File: src/rtl/jam_pkg.sv
`default_nettype none
// ============================================================================
//  Module  : jam_pkg
//  Brief   : Shared sizes, FSM encoding and helpers for the JAM cost loader.
//  Revision: 1.0
// ============================================================================
package jam_pkg;

    localparam int N_W     = 8;
    localparam int COST_W  = 7;
    localparam int MIN_W   = 10;
    localparam int CYC_W   = 20;
    localparam int MATCH_W = 4;
    localparam int IDX_W   = $clog2(N_W);
    localparam int ADDR_W  = 2 * IDX_W;
    localparam int DEPTH   = N_W * N_W;

    typedef enum logic [1:0] {
        ST_LOAD = 2'd0,
        ST_RUN  = 2'd1,
        ST_DONE = 2'd2
    } state_t;

    // Run-cycle counter sticks at all-ones rather than wrapping.
    function automatic logic [CYC_W-1:0] cyc_sat_inc(input logic [CYC_W-1:0] v);
        return (&v) ? v : v + CYC_W'(1);
    endfunction

endpackage
`default_nettype wire

File: src/rtl/jam_cost_ram.sv
`default_nettype none
// ============================================================================
//  Module  : jam_cost_ram
//  Brief   : DEPTH x COST_W register file, one sync write, one async read.
//  Revision: 1.0
// ============================================================================
module jam_cost_ram
    import jam_pkg::*;
(
    input  logic              CLK,
    input  logic              wr_en,
    input  logic [ADDR_W-1:0] wr_addr,
    input  logic [COST_W-1:0] wr_data,
    input  logic [ADDR_W-1:0] rd_addr,
    output logic [COST_W-1:0] rd_data
);

    logic [DEPTH-1:0][COST_W-1:0] table_w;

    // Contents are intentionally not reset; the consumer is held off until a full load.
    for (genvar i = 0; i < DEPTH; i++) begin : g_entry
        logic [COST_W-1:0] entry_q;
        logic [COST_W-1:0] entry_d;

        always_comb begin
            entry_d = entry_q;
            if (wr_en && (wr_addr == ADDR_W'(i))) begin
                entry_d = wr_data;
            end
        end

        always_ff @(posedge CLK) begin
            entry_q <= entry_d;
        end

        assign table_w[i] = entry_q;
    end

    assign rd_data = table_w[rd_addr];

endmodule
`default_nettype wire

File: src/rtl/jam_cost_loader.sv
`default_nettype none
// ============================================================================
//  Module  : jam_cost_loader
//  Brief   : Streams a cost table in, runs JAM once, captures its result.
//  Revision: 1.0
// ============================================================================
module jam_cost_loader
    import jam_pkg::*;
(
    input  logic               CLK,
    input  logic               RST,
    input  logic               in_valid,
    input  logic [COST_W-1:0]  in_data,
    output logic               in_ready,
    input  logic [IDX_W-1:0]   W,
    input  logic [IDX_W-1:0]   J,
    output logic [COST_W-1:0]  Cost,
    output logic               jam_rst,
    input  logic               jam_valid,
    input  logic [MIN_W-1:0]   jam_min_cost,
    input  logic [MATCH_W-1:0] jam_match_count,
    output logic               res_valid,
    output logic [MIN_W-1:0]   res_min_cost,
    output logic [MATCH_W-1:0] res_match_count,
    output logic [CYC_W-1:0]   res_cycles,
    input  logic               res_ack
);

    state_t               state_q,           state_d;
    logic [ADDR_W-1:0]    wr_ptr_q,          wr_ptr_d;
    logic                 jam_rst_q,         jam_rst_d;
    logic [CYC_W-1:0]     cyc_q,             cyc_d;
    logic                 res_valid_q,       res_valid_d;
    logic [MIN_W-1:0]     res_min_cost_q,    res_min_cost_d;
    logic [MATCH_W-1:0]   res_match_count_q, res_match_count_d;
    logic [CYC_W-1:0]     res_cycles_q,      res_cycles_d;
    logic                 wr_en;

    jam_cost_ram u_ram (
        .CLK     (CLK),
        .wr_en   (wr_en),
        .wr_addr (wr_ptr_q),
        .wr_data (in_data),
        .rd_addr ({W, J}),
        .rd_data (Cost)
    );

    always_comb begin
        state_d           = state_q;
        wr_ptr_d          = wr_ptr_q;
        jam_rst_d         = jam_rst_q;
        cyc_d             = cyc_q;
        res_valid_d       = res_valid_q;
        res_min_cost_d    = res_min_cost_q;
        res_match_count_d = res_match_count_q;
        res_cycles_d      = res_cycles_q;
        in_ready          = 1'b0;
        wr_en             = 1'b0;

        unique case (state_q)
            ST_LOAD: begin
                in_ready = 1'b1;
                if (in_valid) begin
                    wr_en = 1'b1;
                    if (wr_ptr_q == ADDR_W'(DEPTH - 1)) begin
                        wr_ptr_d  = '0;
                        jam_rst_d = 1'b0;
                        cyc_d     = '0;
                        state_d   = ST_RUN;
                    end else begin
                        wr_ptr_d = wr_ptr_q + ADDR_W'(1);
                    end
                end
            end
            ST_RUN: begin
                if (jam_valid) begin
                    res_min_cost_d    = jam_min_cost;
                    res_match_count_d = jam_match_count;
                    res_cycles_d      = cyc_q;
                    res_valid_d       = 1'b1;
                    jam_rst_d         = 1'b1;
                    state_d           = ST_DONE;
                end else begin
                    cyc_d = cyc_sat_inc(cyc_q);
                end
            end
            ST_DONE: begin
                // Result stays frozen until the consumer acknowledges it.
                if (res_ack && res_valid_q) begin
                    res_valid_d = 1'b0;
                    state_d     = ST_LOAD;
                end
            end
            default: begin
                jam_rst_d   = 1'b1;
                res_valid_d = 1'b0;
                state_d     = ST_LOAD;
            end
        endcase
    end

    always_ff @(posedge CLK) begin
        if (RST) begin
            state_q           <= ST_LOAD;
            wr_ptr_q          <= '0;
            jam_rst_q         <= 1'b1;
            cyc_q             <= '0;
            res_valid_q       <= 1'b0;
            res_min_cost_q    <= '0;
            res_match_count_q <= '0;
            res_cycles_q      <= '0;
        end else begin
            state_q           <= state_d;
            wr_ptr_q          <= wr_ptr_d;
            jam_rst_q         <= jam_rst_d;
            cyc_q             <= cyc_d;
            res_valid_q       <= res_valid_d;
            res_min_cost_q    <= res_min_cost_d;
            res_match_count_q <= res_match_count_d;
            res_cycles_q      <= res_cycles_d;
        end
    end

    assign jam_rst         = jam_rst_q;
    assign res_valid       = res_valid_q;
    assign res_min_cost    = res_min_cost_q;
    assign res_match_count = res_match_count_q;
    assign res_cycles      = res_cycles_q;

endmodule
`default_nettype wire
File: config.mk
export PLATFORM = sky130hd
export DESIGN_NAME = jam_cost_loader
export DESIGN_NICKNAME = d
export VERILOG_FILES = /design/src/rtl/jam_pkg.sv /design/src/rtl/jam_cost_ram.sv /design/src/rtl/jam_cost_loader.sv
export SDC_FILE = /design/constraint.sdc
export NUM_CORES = 1
export LEC_CHECK = 0
export ABC_AREA = 1
export CAP_MARGIN = 10
export CELL_PAD_IN_SITES_DETAIL_PLACEMENT = 1
export CELL_PAD_IN_SITES_GLOBAL_PLACEMENT = 1
export CORE_ASPECT_RATIO = 1.4
export CORE_UTILIZATION = 53
export CTS_CLUSTER_SIZE = 8
export DETAILED_ROUTE_END_ITERATION = 6
export PLACE_DENSITY = 0.95
export SYNTH_ARGS = -nofsm -noshare
export SYNTH_HDL_FRONTEND = slang
export SYNTH_SLANG_ARGS = --single-unit
File: constraint.sdc
create_clock -name CLK -period 3 [get_ports CLK]
set_input_delay 0.3 -clock CLK [delete_from_list [all_inputs] [get_ports CLK]]
set_output_delay 0.3 -clock CLK [all_outputs]
set_load 0.03 [all_outputs]
== Yosys cells after proc, flatten, opt, wreduce, memory -nomap -nowiden ==
Index checks and enable logic that the tools add are counted.

* Bits in registers: 512
* Output and inout port bits: 44
* Word-level logic and storage cells: 245

* Add/sub/neg operators: 2
* Bitwise logic cells: 2
* Muxes and demuxes: 22
* Order comparisons: 1
* Reduce and logical (&&, ||, !) cells: 75
* Eq/ne operators: 71

{| class="wikitable"
|+ Operators by type and width
! kind !! number
|-
| $eq 6x6->1 const B || 32
|-
| $eq 6x5->1 const B || 16
|-
| $mux 20 || 4
|-
| $logic_and 1x1->1 || 65
|-
| $eq 6x4->1 const B || 8
|-
| $bmux 7 s6 || 1
|-
| $pmux 20 s2 || 1
|-
| $eq 6x3->1 const B || 4
|-
| $add 20x1->20 const B || 1
|-
| $reduce_and 20->1 || 1
|-
| $eq 6x2->1 const B || 2
|-
| $ne 2x2->1 const B || 6
|-
| $mux 2 || 4
|-
| $reduce_and 4->1 || 2
|-
| $lt 6x7->1 const B || 1
|-
| $mux 1 || 7
|-
| $mux 7 || 1
|-
| $add 6x1->6 const B || 1
|-
| $eq 6x1->1 const B || 1
|-
| $logic_not 6->1 || 1
|-
| $mux 6 || 1
|-
| $pmux 1 s3 || 2
|-
| $pmux 2 s3 || 1
|-
| $reduce_and 5->1 || 1
|-
| other kinds (7) || 9
|}

== Depth between registers and ports, before layout ==
* Depth after elaboration: 4
* Gate-level depth with buffers: 12
* Mapped depth without buffers: 12

== Cells and area by module ==
A second synthesis with hierarchy kept.

* Cells, all modules: 1995
* Area, all modules: 21364.2 um^2

{| class="wikitable"
|+ Modules (own cells, without submodules)
! module !! times used !! cells each !! area an instance (um^2)
|-
| jam_cost_ram || 1 || 1597 || 18451.4
|-
| jam_cost_loader || 1 || 398 || 2912.8
|}

== Least setup slack after synthesis ==
Ideal clock, no wire load.

* Kind: flip-flop to flip-flop
* Start: reg state_q[1]
* End: reg u_ram.g_entry[32].entry_q[0] (enable)
* Setup slack: 899 ps
* Required time: 2640 ps
* Buffers on the path: 1
* Stages on the path, launching flop included: 7
* Period minus slack after synthesis: 2101 ps
* Arrival time: 1741 ps
* Cell sequence: dfxtp_1 -> nor2_2 -> nand2_2 -> inv_2 -> nand3_1 -> clkbuf_1 -> nor2_1

* Cells in the longest elaborated chain, start to end: 3

{| class="wikitable"
|+ RTL lines
! element !! RTL line !! source
|-
| start, declared || jam_cost_loader.sv:29 || <nowiki>state_t state_q, state_d;</nowiki>
|-
| start signal, assigned || jam_cost_loader.sv:113 || <nowiki>state_q <= state_d;</nowiki>
|-
| $logic_not 2->1 || jam_cost_loader.sv:60 || <nowiki>unique case (state_q)</nowiki>
|-
| $mux 1 || jam_cost_loader.sv:60 ||
|-
| $logic_and 1x1->1 || jam_cost_ram.sv:27 || <nowiki>if (wr_en && (wr_addr == ADDR_W'(i))) begin</nowiki>
|-
| end signal, assigned || jam_cost_ram.sv:33 || <nowiki>entry_q <= entry_d;</nowiki>
|-
| end, declared || jam_cost_ram.sv:22 || <nowiki>logic [COST_W-1:0] entry_q;</nowiki>
|}

No other way between the ends.
A chain may end at the register's enable or synchronous reset.

== Final worst setup path ==
* Start: in J[0]
* End: out Cost[2]

* Cells in the longest elaborated chain, start to end: 2

{| class="wikitable"
|+ RTL lines
! element !! RTL line !! source
|-
| start, declared || jam_cost_loader.sv:16 || <nowiki>input logic [IDX_W-1:0] J,</nowiki>
|-
| $bmux 7 s6 || jam_cost_ram.sv:39 || <nowiki>assign rd_data = table_w[rd_addr];</nowiki>
|-
| $mux 7 (implied by the code) || jam_cost_ram.sv:39 ||
|-
| end, declared || jam_cost_loader.sv:17 || <nowiki>output logic [COST_W-1:0] Cost,</nowiki>
|}

No other way between the ends. The select of a mux whose other input is x is not followed.

==> results.json <==
{
  "syn_avg_cell_area_um2": 10.70,
  "clk_latency_ns": 0.61,
  "area_growth_syn_to_layout_pct": 17.34,
  "powerDensity_mw_per_mm2": 661.2,
  "synth_cell_types": 33,
  "drc": 0,
  "r2r_slack_ns": 0.30,
  "numCtsBuffers": 73,
  "setup_violations": 0,
  "io_pins": 76,
  "io_buffers": 75,
  "cap_violations": 0,
  "yosysWarnings": 0,
  "fillCellCount": 4026,
  "nets": 2133,
  "gr-usage-all-layers_pct": 36.83,
  "synth_fp_nets": 2006,
  "hold_end": "u_ram.g_entry[26].entry_q[5]",
  "placed_area_mm2": 0.02270,
  "fmax_mhz": 357.8,
  "rsz0062_at_grt": "false",
  "ir_drop_uv": 424.2,
  "crit_fanout": 52,
  "drive_above_1_share_pct": 9.972,
  "timing.rr.end": "u_ram.g_entry[63].entry_q[4]",
  "intPower_mw": 12.49,
  "period_needed_ns": 2.795,
  "synth_seq_cells": 512,
  "r2r-start": "wr_ptr_q[0]",
  "wl_per_cell_um": 27.42,
  "critPathLaunch": "J[0]",
  "combPwrFrac_pct": 6.1,
  "cts.sinks": 512,
  "design.die.area_mm2": 0.04056,
  "final_area_mm2": 0.02472,
  "fp.dieH_um": 237.9,
  "clockPowerShare_pct": 46.3,
  "cts_tree": "yes",
  "rows": 86,
  "antenna_found_initial": 0,
  "worst_slew_pin_slew_ns": 0.8389,
  "setup_tns_ns": 0,
  "crit_arrival_ns": 2.49,
  "diodes": 0,
  "hold_viol_final": 0,
  "relSlewSlack_pct": 44.07,
  "syn-cell-area_mm2": 0.02107,
  "grt_pass1_vias": 18110,
  "synth-seq-area-share_pct": 69.94,
  "dr_total_vias": 16780,
  "p_leak_nw": 9.130,
  "cts_max_path_buffers": 3,
  "start_kind": "input pin",
  "finClkSkew_ns": 0.02563,
  "wirelength_um": 72780,
  "grt_first_pass_wirelength_um": 109500,
  "die_w_um": 170.5,
  "ant_nets": 0,
  "hold_depth": 1,
  "ctsHoldBuffers": 0,
  "status": "completed",
  "root_buffer": "clkbuf_16",
  "grt_max_degree": 113,
  "r2r_cells": 7,
  "grt_overflow": 0,
  "synthCells": 1969,
  "switching_share_pct": 23.56,
  "final_util_pct": 62.94,
  "power.switching_mw": 3.851,
  "drtIter0Drc": 1927,
  "place.gp.congestion": 0.8839,
  "start_util_pct": 53.64,
  "core_mm2": 0.03928,
  "dp_hpwl_um": 43170,
  "clkSlewWorstSetupHoldPaths_ns": 0.05,
  "cts_setup_buffers": 0,
  "slew_viol_final": 0,
  "cts_max_level": 3,
  "seqPwrFrac_pct": 47.6,
  "crit_required_ns": 2.70,
  "routed_via_density": 6.324,
  "end_kind": "primary output",
  "drt-pass1-iter-count": 6,
  "hp-start": "in_data[5]",
  "hold_class": "in -> reg",
  "cts_resized": 0,
  "period_share_pct": 93.16,
  "crit_type": "in -> out"
}
logic make-up after synthesis:
kind of cell	count (synthesis)	synth area share [%]
AND/OR/NAND/NOR	1211	24.42
XOR/XNOR	3	0.1247
adder cells (fa/ha/maj)	5	0.2970
buffers and inverters	158	3.273
flip-flops	512	69.94
AO/OA/AOI/OAI	80	1.948
cells in the mapped netlist, drive strengths merged:
library cell | count | share of area (%)
nand2 | 645 | 12
edfxtp | 448 | 64
nand3 | 398 | 9.5
nor2 | 151 | 2.9
buf | 66 | 1.6
dfxtp | 64 | 6.1
o21ai | 48 | 1.1
clkbuf | 47 | 0.84
inv | 45 | 0.81
a21oi | 28 | 0.67
nor3 | 8 | 0.21
nand4 | 6 | 0.18
ha | 5 | 0.30
o21bai | 2 | 0.071
xor2 | 2 | 0.083
a211oi | 1 | 0.036
nand3b | 1 | 0.036
nor3b | 1 | 0.036
nor4 | 1 | 0.030
o211ai | 1 | 0.036
xnor2 | 1 | 0.042
layout by cell type (no fill, tap or decap), drive strengths merged, types with 2 or more instances in the layout:
cell,instances
nand4,6
nand2,645
xor2,2
dfxtp,64
o21bai,2
clkdlybuf4s50,58
clkinv,5
ha,5
nor2,151
o21ai,48
edfxtp,448
a21oi,28
buf,107
inv,46
nor3,8
nand3,398
clkbuf,99
routing by layer:
layer	routed length, um	vias up	GRT usage, %
li1	-	7015	-
met5	0	-	0
met3	6048	393	6.618
met1	24860	8198	41.18
met4	5722	0	26.86
met2	36150	1178	62.95
worst max-delay path: stages:
cell and delay (ns):
buf_6 0.12, inv_6 0.34, buf_12 0.27, nand2_1 0.09, nand3_1 0.10, nand3_1 0.15
nand2_1 0.16, nand2_1 0.09, nand3_1 0.29, nand3_1 0.19, nand2_1 0.15, buf_4 0.17
through the flow:
stage / hold WS [ns] / setup slack, ns / total power [mW] / instances
2_1_floorplan: 0.3989 / 0.8991 / 8.393 / 1969
3_3_place_gp: 0.4538 / 0.6278 / 8.767 / 2549
3_5_place_dp: 0.4770 / 0.3872 / 8.840 / 2549
4_1_cts: 0.1163 / 0.3278 / 16.33 / 2654
5_1_grt: 0.1365 / 0.1686 / 16.61 / 2654
6_report: 0.1360 / 0.2053 / 16.34 / 2654
power groups by stage:
stage / Combinational [mW] / Sequential, mW / Clock (mW)
final: 0.997 / 7.78 / 7.57
after global routing: 1.03 / 7.77 / 7.80
after CTS: 0.962 / 7.78 / 7.59
after detailed placement: 0.926 / 7.91 / 0
after global placement: 0.855 / 7.91 / 0
after floorplan: 0.480 / 7.91 / 0
state kept, by name, indices dropped and copies added, names as in the netlist:
| register | cells |
|---|---|
| res_match_count | 4 |
| u_ram.g_entry.entry_q | 448 |
| res_valid | 1 |
| jam_rst | 1 |
| wr_ptr_q | 6 |
| state_q | 2 |
| cyc_q | 20 |
| res_min_cost | 10 |
| res_cycles | 20 |
layout make-up:
cell class	instances	area, um^2	area share [%]
clock buffers	99	1946	7.871
clock inverters	6	75.07	0.3037
well taps	528	660.6	2.673
repair buffers	165	1480	5.988
multi-input cells	1299	5645	22.84
flip-flops and latches	512	14730	59.61
inverters	45	177.7	0.7188
how the worst max path moves through the flow:
stage | end | slack (ns) | cells past startpoint
after floorplan | u_ram.g_entry[32].entry_q[0] | 0.90 | 6
after global placement | Cost[3] | 0.63 | 12
after detailed placement | u_ram.g_entry[63].entry_q[3] | 0.39 | 7
after CTS | u_ram.g_entry[63].entry_q[4] | 0.33 | 7
after global routing | u_ram.g_entry[63].entry_q[6] | 0.17 | 7
final | Cost[2] | 0.21 | 12
Power figures use the tool's default switching activity.
